### src/rtl/sobel_sharpen_cfg_if.sv
// ---------------------------------------------------------------------------
// Module  : sobel_sharpen_cfg_if
// Brief   : 3x3 window input bus and processed-pixel output bus of the Sobel stage.
// Revision: 1.0
// ---------------------------------------------------------------------------
`default_nettype none

interface sobel_sharpen_cfg_if #(
  parameter int DATA_W = 8
);
  logic              matrix_img_vsync;
  logic              matrix_img_hsync;
  logic              matrix_img_valid;
  logic              matrix_edge_flag;
  logic [DATA_W-1:0] matrix_p11, matrix_p12, matrix_p13;
  logic [DATA_W-1:0] matrix_p21, matrix_p22, matrix_p23;
  logic [DATA_W-1:0] matrix_p31, matrix_p32, matrix_p33;
  logic              post_img_vsync;
  logic              post_img_hsync;
  logic              post_img_valid;
  logic [DATA_W-1:0] post_img_data;

  modport master (
    output matrix_img_vsync, matrix_img_hsync, matrix_img_valid, matrix_edge_flag,
    output matrix_p11, matrix_p12, matrix_p13, matrix_p21, matrix_p22, matrix_p23,
    output matrix_p31, matrix_p32, matrix_p33,
    input  post_img_vsync, post_img_hsync, post_img_valid, post_img_data
  );

  modport slave (
    input  matrix_img_vsync, matrix_img_hsync, matrix_img_valid, matrix_edge_flag,
    input  matrix_p11, matrix_p12, matrix_p13, matrix_p21, matrix_p22, matrix_p23,
    input  matrix_p31, matrix_p32, matrix_p33,
    output post_img_vsync, post_img_hsync, post_img_valid, post_img_data
  );
endinterface

`default_nettype wire

### src/rtl/sobel_sharpen_cfg.sv
// ---------------------------------------------------------------------------
// Module  : sobel_sharpen_cfg
// Brief   : Sobel gradient / sharpen stage with frame-synchronous config and
//           per-frame saturation count. SOBEL_SHARPEN_L2_EN selects L2 magnitude.
// Revision: 1.0
// ---------------------------------------------------------------------------
`default_nettype none

module sobel_sharpen_cfg #(
  parameter int DATA_W = 8,
  parameter int GAIN_W = 4,
  parameter int SHIFT  = 2
) (
  input  wire logic              clk,
  input  wire logic              rst,
  input  wire logic [1:0]        cfg_mode,
  input  wire logic [GAIN_W-1:0] cfg_gain,
  input  wire logic [DATA_W-1:0] cfg_thresh,
  sobel_sharpen_cfg_if.slave     vif,
  output logic [15:0]            frame_sat_cnt
);

  localparam int c_SW  = DATA_W + 2;
  localparam int c_DW  = DATA_W + 3;
  localparam int c_SCW = c_DW + GAIN_W;
  localparam int c_RW  = c_SCW + 1;
  localparam logic [DATA_W-1:0] c_MAX = '1;
`ifdef SOBEL_SHARPEN_L2_EN
  localparam int c_RADW     = 2 * c_DW;
  localparam int c_REMW     = c_DW + 2;
  localparam int c_MAG_STG  = 4 + c_DW;
`else
  localparam int c_MAG_STG  = 4;
`endif

  typedef struct packed {
    logic              vs;
    logic              hs;
    logic              vld;
    logic              edf;
    logic [DATA_W-1:0] p22;
    logic [1:0]        mode;
    logic [GAIN_W-1:0] gain;
    logic [DATA_W-1:0] thr;
  } sb_t;

  // Frame-synchronous config shadow; the rising-vsync pixel already sees the new values.
  logic              r_vs_in_d;
  logic [1:0]        r_mode;
  logic [GAIN_W-1:0] r_gain;
  logic [DATA_W-1:0] r_thr;
  logic              w_vs_rise;
  sb_t               w_sb_in;

  assign w_vs_rise = vif.matrix_img_vsync & ~r_vs_in_d;
  assign w_sb_in   = {vif.matrix_img_vsync, vif.matrix_img_hsync, vif.matrix_img_valid,
                      vif.matrix_edge_flag, vif.matrix_p22,
                      w_vs_rise ? cfg_mode   : r_mode,
                      w_vs_rise ? cfg_gain   : r_gain,
                      w_vs_rise ? cfg_thresh : r_thr};

  always_ff @(posedge clk) begin
    if (rst) begin
      r_vs_in_d <= 1'b0;
      r_mode    <= 2'd0;
      r_gain    <= GAIN_W'(1 << SHIFT);
      r_thr     <= c_MAX;
    end else begin
      r_vs_in_d <= vif.matrix_img_vsync;
      if (w_vs_rise) begin
        r_mode <= cfg_mode;
        r_gain <= cfg_gain;
        r_thr  <= cfg_thresh;
      end
    end
  end

  sb_t r_sb [c_MAG_STG];

  always_ff @(posedge clk) begin
    if (rst) begin
      for (int i = 0; i < c_MAG_STG; i++) r_sb[i] <= '0;
    end else begin
      r_sb[0] <= w_sb_in;
      for (int i = 1; i < c_MAG_STG; i++) r_sb[i] <= r_sb[i-1];
    end
  end

  logic        [c_SW-1:0] r_gx1, r_gx2, r_gy1, r_gy2;
  logic signed [c_DW-1:0] r_gx, r_gy;
  logic        [c_SW-1:0] w_ax, w_ay;
  logic        [c_DW-1:0] w_mag;

  always_ff @(posedge clk) begin
    r_gx1 <= c_SW'(vif.matrix_p13) + (c_SW'(vif.matrix_p23) << 1) + c_SW'(vif.matrix_p33);
    r_gx2 <= c_SW'(vif.matrix_p11) + (c_SW'(vif.matrix_p21) << 1) + c_SW'(vif.matrix_p31);
    r_gy1 <= c_SW'(vif.matrix_p31) + (c_SW'(vif.matrix_p32) << 1) + c_SW'(vif.matrix_p33);
    r_gy2 <= c_SW'(vif.matrix_p11) + (c_SW'(vif.matrix_p12) << 1) + c_SW'(vif.matrix_p13);
    r_gx  <= $signed({1'b0, r_gx1}) - $signed({1'b0, r_gx2});
    r_gy  <= $signed({1'b0, r_gy1}) - $signed({1'b0, r_gy2});
  end

  assign w_ax = r_gx[c_DW-1] ? c_SW'(-r_gx) : c_SW'(r_gx);
  assign w_ay = r_gy[c_DW-1] ? c_SW'(-r_gy) : c_SW'(r_gy);

`ifdef SOBEL_SHARPEN_L2_EN
  logic [c_RADW-1:0] r_sqx, r_sqy, r_rad;
  logic [c_RADW-1:0] r_sq_rad  [c_DW];
  logic [c_REMW-1:0] r_sq_rem  [c_DW];
  logic [c_DW-1:0]   r_sq_root [c_DW];

  // One restoring step: append two radicand bits, try subtracting 4*root+1.
  function automatic logic [c_REMW+c_DW-1:0] sq_step(input logic [c_REMW-1:0] rem,
                                                     input logic [c_DW-1:0]   root,
                                                     input logic [1:0]        bits);
    logic [c_REMW+1:0] pre;
    logic [c_REMW+1:0] trial;
    pre   = {rem, bits};
    trial = (c_REMW + 2)'({root, 2'b01});
    if (pre >= trial) return {c_REMW'(pre - trial), root[c_DW-2:0], 1'b1};
    else              return {c_REMW'(pre), root[c_DW-2:0], 1'b0};
  endfunction

  always_ff @(posedge clk) begin
    r_sqx <= c_RADW'(w_ax) * c_RADW'(w_ax);
    r_sqy <= c_RADW'(w_ay) * c_RADW'(w_ay);
    r_rad <= r_sqx + r_sqy;
    r_sq_rad[0] <= r_rad;
    {r_sq_rem[0], r_sq_root[0]} <= sq_step('0, '0, r_rad[2*(c_DW-1) +: 2]);
    for (int k = 1; k < c_DW; k++) begin
      r_sq_rad[k] <= r_sq_rad[k-1];
      {r_sq_rem[k], r_sq_root[k]} <= sq_step(r_sq_rem[k-1], r_sq_root[k-1],
                                             r_sq_rad[k-1][2*(c_DW-1-k) +: 2]);
    end
  end

  assign w_mag = r_sq_root[c_DW-1];
`else
  logic [c_SW-1:0] r_ax, r_ay;
  logic [c_DW-1:0] r_mag;

  always_ff @(posedge clk) begin
    r_ax  <= w_ax;
    r_ay  <= w_ay;
    r_mag <= c_DW'(r_ax) + c_DW'(r_ay);
  end

  assign w_mag = r_mag;
`endif

  sb_t w_sb_mag;
  assign w_sb_mag = r_sb[c_MAG_STG-1];

  logic              r_p1_vs, r_p1_hs, r_p1_vld, r_p1_edf;
  logic [DATA_W-1:0] r_p1_p22, r_p1_thr;
  logic [1:0]        r_p1_mode;
  logic [c_SCW-1:0]  r_p1_sc;
  logic              r_p2_vs, r_p2_hs, r_p2_vld;
  logic [1:0]        r_p2_mode;
  logic [c_RW-1:0]   r_p2_r;
  logic [c_RW-1:0]   w_r;
  logic              w_sat;
  logic              r_p3_sat;

  always_comb begin
    w_r = '0;
    case (r_p1_mode)
      2'd0:    w_r = c_RW'(r_p1_p22);
      2'd1:    w_r = r_p1_edf ? c_RW'(r_p1_p22) : c_RW'(r_p1_p22) + c_RW'(r_p1_sc);
      2'd2:    w_r = r_p1_edf ? '0 : c_RW'(r_p1_sc);
      default: w_r = (!r_p1_edf && (r_p1_sc >= c_SCW'(r_p1_thr))) ? c_RW'(c_MAX) : '0;
    endcase
  end

  assign w_sat = r_p2_vld && ((r_p2_mode == 2'd1) || (r_p2_mode == 2'd2)) &&
                 (r_p2_r > c_RW'(c_MAX));

  always_ff @(posedge clk) begin
    r_p1_p22  <= w_sb_mag.p22;
    r_p1_thr  <= w_sb_mag.thr;
    r_p1_mode <= w_sb_mag.mode;
    r_p1_edf  <= w_sb_mag.edf;
    r_p1_sc   <= (c_SCW'(w_mag) * c_SCW'(w_sb_mag.gain)) >> SHIFT;
    r_p2_mode <= r_p1_mode;
    r_p2_r    <= w_r;
  end

  always_ff @(posedge clk) begin
    if (rst) begin
      {r_p1_vs, r_p1_hs, r_p1_vld} <= 3'b000;
      {r_p2_vs, r_p2_hs, r_p2_vld} <= 3'b000;
      vif.post_img_vsync <= 1'b0;
      vif.post_img_hsync <= 1'b0;
      vif.post_img_valid <= 1'b0;
      vif.post_img_data  <= '0;
      r_p3_sat           <= 1'b0;
    end else begin
      {r_p1_vs, r_p1_hs, r_p1_vld} <= {w_sb_mag.vs, w_sb_mag.hs, w_sb_mag.vld};
      {r_p2_vs, r_p2_hs, r_p2_vld} <= {r_p1_vs, r_p1_hs, r_p1_vld};
      vif.post_img_vsync <= r_p2_vs;
      vif.post_img_hsync <= r_p2_hs;
      vif.post_img_valid <= r_p2_vld;
      vif.post_img_data  <= (r_p2_r > c_RW'(c_MAX)) ? c_MAX : r_p2_r[DATA_W-1:0];
      r_p3_sat           <= w_sat;
    end
  end

  // Counter runs on the output side so frames are split exactly at the delayed vsync.
  logic        r_pvs_d;
  logic [15:0] r_run;
  logic        w_pvs_rise;

  assign w_pvs_rise = vif.post_img_vsync & ~r_pvs_d;

  always_ff @(posedge clk) begin
    if (rst) begin
      r_pvs_d       <= 1'b0;
      r_run         <= '0;
      frame_sat_cnt <= '0;
    end else begin
      r_pvs_d <= vif.post_img_vsync;
      if (w_pvs_rise) begin
        frame_sat_cnt <= r_run;
        r_run         <= {15'd0, r_p3_sat};
      end else if (r_p3_sat && (r_run != 16'hFFFF)) begin
        r_run <= r_run + 16'd1;
      end
    end
  end

endmodule

`default_nettype wire
### src/flat_wrapper.sv
// flat-port wrapper written by rule: the top's interface ports become plain ports
module sobel_sharpen_cfg_flat 
#(
  parameter int DATA_W = 8,
  parameter int GAIN_W = 4,
  parameter int SHIFT  = 2
)
  (clk, rst, cfg_mode, cfg_gain, cfg_thresh, frame_sat_cnt, vif_matrix_img_vsync, vif_matrix_img_hsync, vif_matrix_img_valid, vif_matrix_edge_flag, vif_matrix_p11, vif_matrix_p12, vif_matrix_p13, vif_matrix_p21, vif_matrix_p22, vif_matrix_p23, vif_matrix_p31, vif_matrix_p32, vif_matrix_p33, vif_post_img_vsync, vif_post_img_hsync, vif_post_img_valid, vif_post_img_data);
  sobel_sharpen_cfg_if #(.DATA_W(DATA_W)) vif_i ();
  input  wire logic clk;
  input  wire logic rst;
  input  wire logic [1:0] cfg_mode;
  input  wire logic [GAIN_W-1:0] cfg_gain;
  input  wire logic [DATA_W-1:0] cfg_thresh;
  output logic [15:0] frame_sat_cnt;
  input wire logic [$bits(vif_i.matrix_img_vsync)-1:0] vif_matrix_img_vsync;
  input wire logic [$bits(vif_i.matrix_img_hsync)-1:0] vif_matrix_img_hsync;
  input wire logic [$bits(vif_i.matrix_img_valid)-1:0] vif_matrix_img_valid;
  input wire logic [$bits(vif_i.matrix_edge_flag)-1:0] vif_matrix_edge_flag;
  input wire logic [$bits(vif_i.matrix_p11)-1:0] vif_matrix_p11;
  input wire logic [$bits(vif_i.matrix_p12)-1:0] vif_matrix_p12;
  input wire logic [$bits(vif_i.matrix_p13)-1:0] vif_matrix_p13;
  input wire logic [$bits(vif_i.matrix_p21)-1:0] vif_matrix_p21;
  input wire logic [$bits(vif_i.matrix_p22)-1:0] vif_matrix_p22;
  input wire logic [$bits(vif_i.matrix_p23)-1:0] vif_matrix_p23;
  input wire logic [$bits(vif_i.matrix_p31)-1:0] vif_matrix_p31;
  input wire logic [$bits(vif_i.matrix_p32)-1:0] vif_matrix_p32;
  input wire logic [$bits(vif_i.matrix_p33)-1:0] vif_matrix_p33;
  output wire logic [$bits(vif_i.post_img_vsync)-1:0] vif_post_img_vsync;
  output wire logic [$bits(vif_i.post_img_hsync)-1:0] vif_post_img_hsync;
  output wire logic [$bits(vif_i.post_img_valid)-1:0] vif_post_img_valid;
  output wire logic [$bits(vif_i.post_img_data)-1:0] vif_post_img_data;
  assign vif_i.matrix_img_vsync = vif_matrix_img_vsync;
  assign vif_i.matrix_img_hsync = vif_matrix_img_hsync;
  assign vif_i.matrix_img_valid = vif_matrix_img_valid;
  assign vif_i.matrix_edge_flag = vif_matrix_edge_flag;
  assign vif_i.matrix_p11 = vif_matrix_p11;
  assign vif_i.matrix_p12 = vif_matrix_p12;
  assign vif_i.matrix_p13 = vif_matrix_p13;
  assign vif_i.matrix_p21 = vif_matrix_p21;
  assign vif_i.matrix_p22 = vif_matrix_p22;
  assign vif_i.matrix_p23 = vif_matrix_p23;
  assign vif_i.matrix_p31 = vif_matrix_p31;
  assign vif_i.matrix_p32 = vif_matrix_p32;
  assign vif_i.matrix_p33 = vif_matrix_p33;
  assign vif_post_img_vsync = vif_i.post_img_vsync;
  assign vif_post_img_hsync = vif_i.post_img_hsync;
  assign vif_post_img_valid = vif_i.post_img_valid;
  assign vif_post_img_data = vif_i.post_img_data;
  sobel_sharpen_cfg #(.DATA_W(DATA_W), .GAIN_W(GAIN_W), .SHIFT(SHIFT)) u_core (.clk(clk), .rst(rst), .cfg_mode(cfg_mode), .cfg_gain(cfg_gain), .cfg_thresh(cfg_thresh), .vif(vif_i), .frame_sat_cnt(frame_sat_cnt));
endmodule
### config.mk
export PLATFORM = sky130hd
export DESIGN_NAME = sobel_sharpen_cfg_flat
export DESIGN_NICKNAME = d
export VERILOG_FILES = /design/src/rtl/sobel_sharpen_cfg_if.sv /design/src/rtl/sobel_sharpen_cfg.sv /design/src/flat_wrapper.sv
export SDC_FILE = /design/constraint.sdc
export NUM_CORES = 1
export LEC_CHECK = 0
export CORE_UTILIZATION = 50
export CTS_CLUSTER_SIZE = 14
export DETAILED_ROUTE_END_ITERATION = 7
export DONT_BUFFER_PORTS = 1
export MAX_ROUTING_LAYER = met4
export PLACE_DENSITY_LB_ADDON = 0.2
export SLEW_MARGIN = 15
export SYNTH_ARGS = -nofsm -noshare
export SYNTH_HDL_FRONTEND = slang
export SYNTH_SLANG_ARGS = --single-unit
export TNS_END_PERCENT = 30
### constraint.sdc
create_clock -name clk -period 5.28 [get_ports clk]
set_input_delay 0.792 -clock clk [delete_from_list [all_inputs] [get_ports clk]]
set_output_delay 0.792 -clock clk [all_outputs]
set_load 0.005 [all_outputs]
==> results.txt <==
Share of cells above drive strength 1 - 5.93%
Hold buffers post-CTS - 0
CP max stage cell - fa_1
Height of the chip - 167 um
Initial antenna violation count - 0
Mapped Area - 13,500 um2
Slew of the pin with the lowest slew margin - 0.992 ns
Largest net degree at the start of global routing - 150
Outcome - finished, violations left
Cell Chain, Critical Path - and2_1, fa_1, inv_1, fa_1, inv_1, ha_1, nor2b_1, o31a_1, o221ai_1, nand4b_1, o311ai_0
Area grow syn2layout - 10.4%
Hold crit path type - flip-flop to flip-flop
Nets - 1,609
Detailed-route via count - 8,666
Req. time, crit path - 5.68 ns
Most frequent cells after synthesis - dfxtp_1, nand2_1, nor2b_1
H-Tree Depth - 2
Place WS - 2.01 ns
Die Outline Area - 27,700 um2
Startpoint Class - flip-flop
Initial DRC Count - 377
Compound-Gate Fraction of Synth Area - 11.0%
Drt wl/cell - 13.7 um
Cts bufs inserted - 34
Max incr delay on CP - 0.54 ns
Routed wire length - 23,500 um
Yosys warnings - 0
Buffers on Ports - 0
Avg Cell Area, Syn - 9.96 um2
CP endpoint kind - flip-flop
CTS root buffer - clkbuf_16
Async SR Flop Fraction - 0%
Crit-path max FO - 11
Resize count post-CTS - 0
Initial Utilization - 51.5%
Failing checks - DRC
Maximum vdd drop - 0.000264 V
Crit path DAT - 3.71 ns
Synth Area in XOR/XNOR - 5.11%
Num ports - 119
Fmax - 302 MHz
Count leader, synth - dfxtp_1
Max_cap viols - 0
Core Rows - 59
Setup Skew - 0.0225 ns
Hold Fails Final Rpt - 0
Sink Count - 305
Sequential-to-total area share from yosys stat - 45.1%
Post-Synth Adder-Cell Area - 17.5%
GR Overflow Total - 0
Final ANT Viol Nets - 0
Synth area leaders - dfxtp_1, ha_1, fa_1, nor2b_1, xnor2_1
GRT Overall Usage - 17.9%
Synth Area in Simple Gates - 17.1%
Placed cell area - 13,800 um2
Final TNS setup - 0 ns
Unrepaired setup endpoints after global routing - false
Syn nets - 1,608
Multiplexer share of the synthesized area - 0.222%
CTS tree - built
Setup Crit Path Kind - flip-flop to flip-flop
Die Span X - 167 um
Yosys reg bits - 305
Leakage Power - 6.34 nW
# setup viols final - 0
Slew HR - 33.7%
N_diodes - 0
Combinational family with the most area after synthesis - adder cells
Final Max Slew Viols - 0
Vias per cell - 5.05
Setup ws final - 1.97 ns
Placer Congestion - 0.893
Post-synth EDFFs - 0
Synth Instances - 1,359
Later-pin clock latency in the skew report - 0.52 ns
Distinct cells, synth - 64
Power Dens Cells - 468 nW/um2
DRC - 2
DRT Pass-1 Iters - 6
Clock tree buffer depth - 3
Cell taking the most area after synthesis - dfxtp_1
Finished layout cell area - 15,000 um2
Post-synth top area share - 45.1%
Tmin final - 3.31 ns
Top_reg_cell synth - dfxtp_1
DPL Wire Length - 17,600 um
Setup repair bufs after CTS - 0
Final worst hold slack - 0.317 ns
Vias in the first global route - 8,398
First-pass GRT wire length - 40,100 um
Final worst path period share - 62.6%
Clk slew on worst S/H paths - 0.06 ns
Core ar. - 26,300 um2
Total power - 7.00 mW
[sequential cells by signal (all words and copies together) (netlist names), 2 cells and up]
register / count
u_core.r_run: 16
u_core.r_p1_sc: 13
u_core.r_gx1: 10
u_core.r_gain: 3
u_core.r_p1_p22: 8
u_core.r_gy: 11
u_core.r_p2_r: 14
u_core.r_gy2: 10
u_core.r_ax: 10
u_core.r_gx: 11
u_core.vif.post_img_data: 8
u_core.r_p1_mode: 2
u_core.r_p2_mode: 2
u_core.r_ay: 10
u_core.r_gx2: 10
u_core.r_p1_thr: 8
u_core.r_mag: 11
u_core.r_gy1: 10
u_core.r_thr: 8
u_core.r_sb: 100
u_core.frame_sat_cnt: 16
[kinds of logic after synthesis]
logic type	count (synthesis)
muxes	3
adders and majority gates	157
DFF	305
buffers and inverters	142
and+or+nand+nor	440
xor gates and xnor gates	79
AOI/OAI and AO/OA	233
[path summary, 6_finish.rpt]
kind,startpoint,endpoint,slack (ns),cells after the start
hold / removal,u_core.r_sb[3][7],u_core.r_p1_thr[7],0.32,0
setup / recovery,u_core.r_sb[3][11],u_core.r_p1_sc[10],1.97,11
setup reg to reg,u_core.r_sb[3][11],u_core.r_p1_sc[10],1.97,11
hold reg to reg,u_core.r_sb[3][7],u_core.r_p1_thr[7],0.32,0
[area by class of cell]
type	count	area (um2)
Timing Repair Buffer	2	15.0
Sequential cell	305	6110
Multi-Input combinational cell	912	6900
Clock buffer	46	986
Tap cell	335	419
Inverter	105	394
Clock inverter	12	135
Fill cell	2306	11300
[power by group]
part | internal [mW] | switching (mW) | total [mW]
registers | 2.70 | 0.203 | 2.91
clock network | 1.37 | 0.916 | 2.29
logic | 0.889 | 0.919 | 1.81
total | 4.97 | 2.04 | 7.00
[placed cells by master (no fill, tap or decap), drive strengths merged, types with 11 or more instances in the layout]
master,count
dfxtp,305
nand2,126
nor2b,115
inv,106
ha,103
a21oi,78
nor2,67
xnor2,65
fa,54
clkbuf,46
o21ai,37
and2,34
nor3,17
o211ai,16
xor2,14
a211oi,14
or2,14
o21a,13
nand3,12
a31oi,11
[worst max-delay path, delay by kind of cell (launching register included)]
family                   cells  cell delay [ns]
adder cells (fa/ha/maj)      3             1.41
flip-flops                   1             0.39
AND/OR/NAND/NOR              3             0.49
buffers and inverters        2             0.11
AO/OA/AOI/OAI                3             0.80
[metrics by stage]
stage / utilization [%] / std cells
after floorplan: - / 1359
after global placement: 52.6 / 1659
after detailed placement: 52.6 / 1659
after CTS: 56.9 / 1717
after global routing: 56.9 / 1717
final: 56.9 / 1717
[routing by layer]
metal	part of all wire [%]	global-route usage, %	wire (um)	vias up
li1	-	-	-	4528
met1	50	23.9	11700	3944
met5	0	-	0	-
met2	44	27.8	10300	156
met3	4.4	3.47	1040	38
met4	2.0	5.11	459	0
Note: power is estimated with default switching activity, not from simulation.
